**src/rtl/lpm_mem_delay_pkg.sv**
```systemverilog
// Shared constants for the Lpm memory-latency model: token geometry,
// hop-field location, countdown width and rule count for the parent scheduler.
// No logic; latency and backpressure are defined by the modules importing it.
package lpm_mem_delay_pkg;

    // Lpm request/response token width.
    localparam int LPM_DATA_W = 704;

    // Hop counter field inside the token.
    localparam int LPM_HOP_LSB = 32;
    localparam int LPM_HOP_W   = 32;

    // Per-entry countdown width; DELAY is limited to 1..15.
    localparam int LPM_CD_W = 4;

    // Number of internal rules exposed on rule_enable/rule_ready (memdelay only).
    localparam int lpm_mem_delay_RULE_COUNT = 1;

    typedef logic [LPM_CD_W-1:0] cdown_t;

endpackage

```
**src/rtl/lpm_delay_slot.sv**
```systemverilog
// One buffer entry: token register plus a countdown with load/decrement and a zero flag.
// Latency: load/decrement take effect at the next CLK edge; cnt_zero/dat are direct register outputs.
// Backpressure: none here; the parent decides when to load or decrement.
// Ports: load/load_dat/load_cnt write the entry, dec steps the countdown, dat/cnt_zero report state.
module lpm_delay_slot
    import lpm_mem_delay_pkg::*;
#(
    parameter int DATA_W = LPM_DATA_W
) (
    input  logic              CLK,
    input  logic              nRST,
    input  logic              load,
    input  logic [DATA_W-1:0] load_dat,
    input  cdown_t            load_cnt,
    input  logic              dec,
    output logic [DATA_W-1:0] dat,
    output logic              cnt_zero
);

    cdown_t cnt;

    always_ff @(posedge CLK or negedge nRST) begin
        if (!nRST) begin
            cnt <= '0;
        end else if (load) begin
            cnt <= load_cnt;
        end else if (dec) begin
            cnt <= cnt - 1'b1;
        end
    end

    // Token storage needs no reset: the parent masks the output while the entry is not valid.
    always_ff @(posedge CLK) begin
        if (load) begin
            dat <= load_dat;
        end
    end

    assign cnt_zero = (cnt == '0);

endmodule

```
**src/rtl/lpm_mem_delay.sv**
```systemverilog
// Lpm memory-latency model: in-order buffer that releases each request after DELAY memdelay firings, hop field +1.
// Latency: enqueue at edge t, memdelay firing each cycle -> resAccept__RDY after edge t+DELAY; response path combinational.
// Backpressure: req__RDY drops at DEPTH entries (no same-cycle full bypass); an incomplete head blocks younger entries.
// Ports: req__ENA/req_v/req__RDY enqueue, resAccept__ENA/resAccept__RDY/resValue/resValue__RDY dequeue,
//        rule_enable[0]/rule_ready scheduler handshake for the memdelay rule.
module lpm_mem_delay
    import lpm_mem_delay_pkg::*;
#(
    parameter int DATA_W  = LPM_DATA_W,
    parameter int DEPTH   = 4,
    parameter int DELAY   = 3,
    parameter int HOP_LSB = LPM_HOP_LSB
) (
    input  logic                                CLK,
    input  logic                                nRST,
    input  logic                                req__ENA,
    input  logic [DATA_W-1:0]                   req_v,
    output logic                                req__RDY,
    input  logic                                resAccept__ENA,
    output logic                                resAccept__RDY,
    output logic [DATA_W-1:0]                   resValue,
    output logic                                resValue__RDY,
    input  logic [lpm_mem_delay_RULE_COUNT-1:0] rule_enable,
    output logic                                rule_ready
);

    localparam int PTR_W = $clog2(DEPTH);
    localparam int CNT_W = PTR_W + 1;

    logic [PTR_W-1:0]  rd_ptr;
    logic [PTR_W-1:0]  wr_ptr;
    logic [CNT_W-1:0]  count;

    logic [DEPTH-1:0]  slot_vld;
    logic [DEPTH-1:0]  slot_zero;
    logic [DEPTH-1:0]  slot_load;
    logic [DEPTH-1:0]  slot_dec;
    logic [DATA_W-1:0] slot_dat [DEPTH];

    logic [PTR_W-1:0]     age;
    logic                 enq;
    logic                 deq;
    logic                 md_rdy;
    logic                 md_fire;
    logic                 head_done;
    logic [DATA_W-1:0]    head_dat;
    logic [LPM_HOP_W-1:0] head_hop;

    // An entry is valid when its distance from the head is below the occupancy.
    always_comb begin
        slot_vld = '0;
        age      = '0;
        for (int i = 0; i < DEPTH; i++) begin
            age         = PTR_W'(i) - rd_ptr;
            slot_vld[i] = ({1'b0, age} < count);
        end
    end

    assign req__RDY  = (count < CNT_W'(DEPTH));
    assign enq       = req__ENA && req__RDY;

    assign md_rdy    = |(slot_vld & ~slot_zero);
    assign md_fire   = rule_enable[0] && md_rdy;
    assign rule_ready = md_rdy;

    // The slot being loaded is never valid beforehand, so a new entry is not decremented in its enqueue cycle.
    assign slot_dec  = slot_vld & ~slot_zero & {DEPTH{md_fire}};
    assign slot_load = enq ? (DEPTH'(1) << wr_ptr) : '0;

    assign head_dat  = slot_dat[rd_ptr];
    assign head_done = (count != '0) && slot_zero[rd_ptr];
    assign head_hop  = head_dat[HOP_LSB +: LPM_HOP_W] + LPM_HOP_W'(1);

    assign resAccept__RDY = head_done;
    assign resValue__RDY  = head_done;
    assign deq            = resAccept__ENA && head_done;

    always_comb begin
        resValue = '0;
        if (head_done) begin
            resValue                         = head_dat;
            resValue[HOP_LSB +: LPM_HOP_W]   = head_hop;
        end
    end

    for (genvar g = 0; g < DEPTH; g++) begin : g_slot
        lpm_delay_slot #(
            .DATA_W (DATA_W)
        ) u_slot (
            .CLK      (CLK),
            .nRST     (nRST),
            .load     (slot_load[g]),
            .load_dat (req_v),
            .load_cnt (LPM_CD_W'(DELAY)),
            .dec      (slot_dec[g]),
            .dat      (slot_dat[g]),
            .cnt_zero (slot_zero[g])
        );
    end

    // DEPTH is a power of two, so pointer increments wrap naturally.
    always_ff @(posedge CLK or negedge nRST) begin
        if (!nRST) begin
            rd_ptr <= '0;
            wr_ptr <= '0;
            count  <= '0;
        end else begin
            if (enq) begin
                wr_ptr <= wr_ptr + 1'b1;
            end
            if (deq) begin
                rd_ptr <= rd_ptr + 1'b1;
            end
            case ({enq, deq})
                2'b10:   count <= count + 1'b1;
                2'b01:   count <= count - 1'b1;
                default: count <= count;
            endcase
        end
    end

endmodule
```
**config.mk**
```make
export PLATFORM = sky130hd
export DESIGN_NAME = lpm_mem_delay
export DESIGN_NICKNAME = d
export VERILOG_FILES = /design/src/rtl/lpm_mem_delay_pkg.sv /design/src/rtl/lpm_delay_slot.sv /design/src/rtl/lpm_mem_delay.sv
export SDC_FILE = /design/constraint.sdc
export NUM_CORES = 2
export LEC_CHECK = 0
export ABC_AREA = 1
export BUFFER_PORTS_ARGS = -buffer_cell sky130_fd_sc_hd__buf_2
export CAP_MARGIN = 20
export CORE_AREA = 2 2 559 561
export DETAILED_ROUTE_END_ITERATION = 6
export DIE_AREA = 0 0 561 563
export GPL_ROUTABILITY_DRIVEN = 0
export PLACE_DENSITY_LB_ADDON = 0.3
export SETUP_SLACK_MARGIN = 0.4
export SYNTH_ARGS = -nofsm -noshare
export SYNTH_HDL_FRONTEND = slang
export SYNTH_SLANG_ARGS = --single-unit
```
**constraint.sdc**
```tcl
create_clock -name CLK -period 46.7 [get_ports CLK]
set_input_delay 7.005 -clock CLK [delete_from_list [all_inputs] [get_ports CLK]]
set_output_delay 7.005 -clock CLK [all_outputs]
set_load 0.1 [all_outputs]
```
### Yosys cells after proc, flatten, opt, wreduce, memory -nomap -nowiden

Cells that the tools add are included.

* $add $sub $neg: 13
* $lt $le $gt $ge: 7
* equality and inequality tests: 2
* shift-type cells: 1
* muxes and demuxes: 16
* bitwise gates (word level): 4
* reduce and logical (&&, ||, !) cells: 15

Operators with widths (number)
* 704-bit two-way mux: 3
* 704-bit binary-select mux with 2-bit select: 1
* 4-bit two-way mux: 9
* 32-bit by 1-bit adder with 32-bit output (second input constant): 1
* 4-bit zero test: 4
* 4-bit by 1-bit subtractor with 4-bit output (second input constant): 4
* 2-bit by 3-bit less-than comparator with 1-bit output: 4
* 2-bit nonzero test: 5
* 4-bit bitwise AND: 2
* 3-bit case mux with 2 select lines: 1
* 2-bit by 1-bit adder with 2-bit output (second input constant): 2
* 1-bit logical AND: 4
* 4-bit inverter: 1
* 4-bit OR reduction: 1
* 1-bit by 2-bit << shifter with 4-bit output (first input constant): 1
* 1-bit by 2-bit subtractor with 2-bit output (first input constant): 2
* 2-bit subtractor (first input constant): 2
* 3-bit by 1-bit adder with 3-bit output (second input constant): 1
* 3-bit >= comparator (second input constant): 1
* 2-bit by 3-bit less-than comparator with 1-bit output (second input constant): 1
* 3-bit less-than comparator (second input constant): 1
* 2-bit inverter with 3-bit output: 1
* 3-bit nonzero test: 1
* 3-bit by 1-bit subtractor with 3-bit output (second input constant): 1
* other kinds (4): 4

* flip-flop bits (word level): 2839
* input port bits: 709
* output and inout bits: 708
* word-level logic and storage cells: 69

### Logic depth before layout (Yosys ltp)

* depth in word-level cells: 8
* gate-level depth with buffers: 16
* gate-level depth less buffers: 15

### Modules after synthesis

A second synthesis with hierarchy kept.

* cell total of the unflattened synthesis: 6628
* area total of the unflattened synthesis: 104096.1 µm²

Modules (own cells, without submodules)
* lpm_delay_slot: instances 4, cells an instance 737, area each 21376.8 µm², sequential area each 21240.4 µm²
* lpm_mem_delay: instances 1, cells an instance 3680, area each 18589.1 µm², sequential area each 175.2 µm²

### Least setup slack after synthesis

Ideal clock, no wire load.

* path type: input port to flip-flop
* from: in req__ENA
* to: reg g_slot[0].u_slot.cnt[3]
* setup time: 764 ps
* data arrival time: 21386 ps
* data required time: 45936 ps
* slack: 24551 ps
* stages: 5
* path buffers: 0
* cells stage by stage: nand2_1 -> inv_1 -> nand2_1 -> inv_1 -> nor3_1

* cells in the longest elaborated chain, start to end: 3
* elaborated cells between the ends (all ways): 4
* classes of those cells: mux (2); reduce/logical (2)

Ends and longest elaborated chain
* start: declaration: RTL line lpm_mem_delay.sv:16 `input logic req__ENA,`
* 1-bit logical AND (*): RTL line lpm_mem_delay.sv:60 `assign enq = req__ENA && req__RDY;`
* 4-bit two-way mux (*): RTL line lpm_mem_delay.sv:68 `assign slot_load = enq ? (DEPTH'(1) << wr_ptr) : '0;`
* named net g_slot[0].u_slot.load: RTL line lpm_delay_slot.sv:12 `input logic load,`
* 4-bit two-way mux / 2-bit nonzero test (equally long branches)
* end signal: assignment: RTL line lpm_delay_slot.sv:26 `cnt <= load_cnt;`
* end signal: assignment: RTL line lpm_delay_slot.sv:28 `cnt <= cnt - 1'b1;`
* end: declaration: RTL line lpm_delay_slot.sv:20 `cdown_t cnt;`

Mark *: on every way through the listed nets, which the timed path passes. The rest lies on a longest branch.
A chain may end at the register's enable or synchronous reset.

### Worst setup path after layout

* from: reg rd_ptr[1]
* to: out resValue[167]

* cells in the longest elaborated chain, start to end: 5
* elaborated cells between the ends (all ways): 8
* classes of those cells: mux (6); bitwise (1); reduce/logical (1)

Ends and longest elaborated chain
* start: declaration: RTL line lpm_mem_delay.sv:30 `logic [PTR_W-1:0] rd_ptr;`
* start signal: assignment: RTL line lpm_mem_delay.sv:112 `rd_ptr <= rd_ptr + 1'b1;`
* 2-bit inverter with 3-bit output (implied by the code): RTL line lpm_mem_delay.sv:70 `assign head_dat = slot_dat[rd_ptr];`
* 704-bit binary-select mux with 2-bit select: RTL line lpm_mem_delay.sv:70
* 704-bit two-way mux (implied by the code) (2 in series): RTL line lpm_mem_delay.sv:70
* 704-bit two-way mux (*): RTL line lpm_mem_delay.sv:80 `if (head_done) begin`
* end: declaration: RTL line lpm_mem_delay.sv:21 `output logic [DATA_W-1:0] resValue,`

Mark *: on every way between the ends. The rest lies on a longest branch, timed or not. The select of a mux whose other input is x is not followed.

==> out/summary.json <==
{
  "run_status": {"value": "finished clean"},
  "crit_path_top_delay_cell": {"value": "buf_4"},
  "core_area": {"value": 310000, "unit": "um2"},
  "cts_tree": {"value": "done"},
  "min_delay_worst_type": {"value": "reg2reg"},
  "critPathLaunchType": {"value": "flip-flop"},
  "numCtsBuffers": {"value": 305},
  "nFillCells": {"value": 28345},
  "std_cell_rows": {"value": 205},
  "final.setup_skew": {"value": 61.7, "unit": "ps"},
  "avgViaCountPerCell": {"value": 5.27},
  "tritoncts_num_sinks": {"value": 2839},
  "register_area": {"value": 85100, "unit": "um2"},
  "end_kind": {"value": "output pin"},
  "initial_util": {"value": 0.335},
  "yosys_most_used_dff": {"value": "edfxtp_1"},
  "crit_family": {"value": "buffers and inverters"},
  "max_freq": {"value": 68.0, "unit": "MHz"},
  "synth-seq-cells": {"value": 2839},
  "h-tree-depth": {"value": 5},
  "most_frequent_cp_cell": {"value": "buf_4"},
  "crit_chain": {"value": "buf_4, nand2_1, inv_8, nand2_1, nand2_1, nor2_4, buf_4, inv_8, buf_4, buf_4, buf_4, buf_4, buf_4, a31oi_1, buf_2"},
  "ys_warn_count": {"value": 0},
  "period_share": {"value": 0.315},
  "seq_area_frac_synth": {"value": 0.819},
  "detailed_place_hpwl": {"value": 217000, "unit": "um"},
  "cts_hold_buffers": {"value": 0},
  "postRouteWirelength": {"value": 335000, "unit": "um"},
  "maxSlewViolCount": {"value": 0},
  "drt-pass1-iter-count": {"value": 6},
  "rsz0062_at_grt": {"value": "no"},
  "antenna_left": {"value": 0},
  "timing.setup.tns": {"value": 0, "unit": "ps"},
  "tot_gr_track_use": {"value": 0.203},
  "drc_errors": {"value": 0},
  "worst_pin_slew": {"value": 1150, "unit": "ps"},
  "synth-edff-count": {"value": 2816},
  "layout-drive-gt1-share": {"value": 0.237},
  "commonest_cells_after_routing_fill_and_taps_aside": {"value": "edfxtp_1, nand2_1, buf_2, a22oi_1, a31oi_1"},
  "cts_max_path_buffers": {"value": 4},
  "postSynthCellCount": {"value": 6588},
  "area_occupied_by_multi_input_gates": {"value": 17000, "unit": "um2"},
  "required_time_reported_for_the_critical_path_endpoint": {"value": 39690, "unit": "ps"},
  "synth.lib_cells_used.distinct": {"value": 34},
  "io_buffers": {"value": 1416},
  "detail_route.wl_per_cell": {"value": 26.7, "unit": "um"},
  "grt_pass1_vias": {"value": 62212},
  "layout.nets": {"value": 8748},
  "critPathKind": {"value": "reg2out"},
  "mostFrequentLayoutCell": {"value": "edfxtp_1"},
  "antenna_found_initial": {"value": 261},
  "timing.critical_path.fanout_max": {"value": 100},
  "crit_arrival": {"value": 7690, "unit": "ps"},
  "clock_root_buffer": {"value": "clkbuf_16"},
  "final_period_minus_worst_setup_slack": {"value": 14700, "unit": "ps"},
  "maximum_number_of_pins_on_one_net_before_global_route_repair": {"value": 134},
  "cts_setup_buffers": {"value": 0},
  "globalRouteOverflowTotal": {"value": 0},
  "max_cap_viol_count": {"value": 0},
  "grt_first_pass_wirelength": {"value": 468000, "unit": "um"},
  "critical-path-max-stage-delay": {"value": 730, "unit": "ps"},
  "drt_iter0_drc": {"value": 7346},
  "clock_latency": {"value": 860, "unit": "ps"},
  "path_clk_slew": {"value": 60, "unit": "ps"},
  "die_w": {"value": 561, "unit": "um"},
  "syn-num-nets": {"value": 7316},
  "design.die.area": {"value": 316000, "unit": "um2"},
  "dr_total_vias": {"value": 66061},
  "dieHeight": {"value": 563, "unit": "um"},
  "final-hold-violation-count": {"value": 0},
  "area_growth_syn_to_layout": {"value": 20.9, "unit": "%"},
  "max_slew_headroom_at_the_worst_pin": {"value": 0.235},
  "setup_viol_count_final": {"value": 0},
  "share_of_synthesized_flip_flops_with_an_asynchronous_set_or_reset": {"value": 0.00810},
  "synth_area": {"value": 104000, "unit": "um2"},
  "syn-mean-instance-area": {"value": 15.8, "unit": "um2"},
  "ios": {"value": 1417},
  "postCtsResizedCells": {"value": 0},
  "critPathBufInv": {"value": 10}
}
-- Yosys cell counts, drive strengths merged, types with 23 or more instances --
cell	number	area [um2]
edfxtp	2816	84600
nand2	1722	6470
a31oi	674	4220
a22oi	673	5050
clkbuf	312	1170
nor2	88	368
buf	83	435
inv	57	214
a21oi	33	165
nand3	31	155
o21ai	25	125
dfrtp	23	576
-- kinds of logic after synthesis --
logic type      Yosys count  synth area share
compound gates         1408            0.0922
xor+xnor                  8          0.000674
fa+ha+maj                19           0.00236
buf+inv                 452            0.0175
flops                  2839             0.819
simple gates           1862            0.0685
-- state kept, by name, indices dropped and copies added (netlist names) --
name	flops
count	3
g_slot.u_slot.cnt	16
g_slot.u_slot.dat	2816
rd_ptr	2
wr_ptr	2
-- layout make-up --
cell class	count	share of cell area
Timing Repair Buffer	1520	0.0636
Tap cell	4140	0.0412
Antenna cell	136	0.00271
Inverter	57	0.00212
Multi-Input combinational cell	3297	0.135
Sequential cell	2839	0.677
Clock buffer	379	0.0634
Clock inverter	163	0.0144
-- worst register-to-register path: stages (launching register included) --
cell	delay (ps)
dfrtp_1	410
inv_1	170
nand2_1	130
inv_1	170
nand2_1	180
inv_8	520
buf_4	770
buf_4	860
buf_4	760
buf_4	700
buf_4	700
buf_4	950
-- path summary, 6_finish.rpt --
| kind | cells past startpoint | startpoint | slack, ps | to |
|---|---|---|---|---|
| hold / removal | 2 | count[1] | 500 | count[1] |
| setup / recovery | 15 | rd_ptr[1] | 32000 | resValue[167] |
| max in group asynchronous | 1 | nRST | 40150 | g_slot[2].u_slot.cnt[0] |
| min in group asynchronous | 1 | nRST | 6130 | rd_ptr[1] |
| hold reg to reg | 2 | count[1] | 500 | count[1] |
| setup reg to reg | 11 | count[2] | 39890 | g_slot[3].u_slot.dat[216] |
-- through the flow --
step | cell area (um2) | worst slack (ps) | hold slack, ps | util | cells
after floorplan | 104000 | 24550 | 450 | - | 6588
after global placement | 116000 | 32980 | 466 | 0.372 | 11851
after detailed placement | 116000 | 32820 | 485 | 0.372 | 11852
after CTS | 125000 | 31780 | 495 | 0.404 | 12394
after global routing | 125000 | 31510 | 531 | 0.404 | 12433
final | 126000 | 32000 | 496 | 0.405 | 12531
-- layer usage --
metal | up-vias | global-route usage | part of all wire
met5 | - | 0 | 0.0028
met4 | 148 | 0.0680 | 0.035
met3 | 762 | 0.0776 | 0.12
met2 | 3454 | 0.310 | 0.45
met1 | 33294 | 0.266 | 0.39
li1 | 28403 | - | -
Power is not shown: default switching activity piles up to over one toggle a cycle in this logic, so the estimate is an artifact.
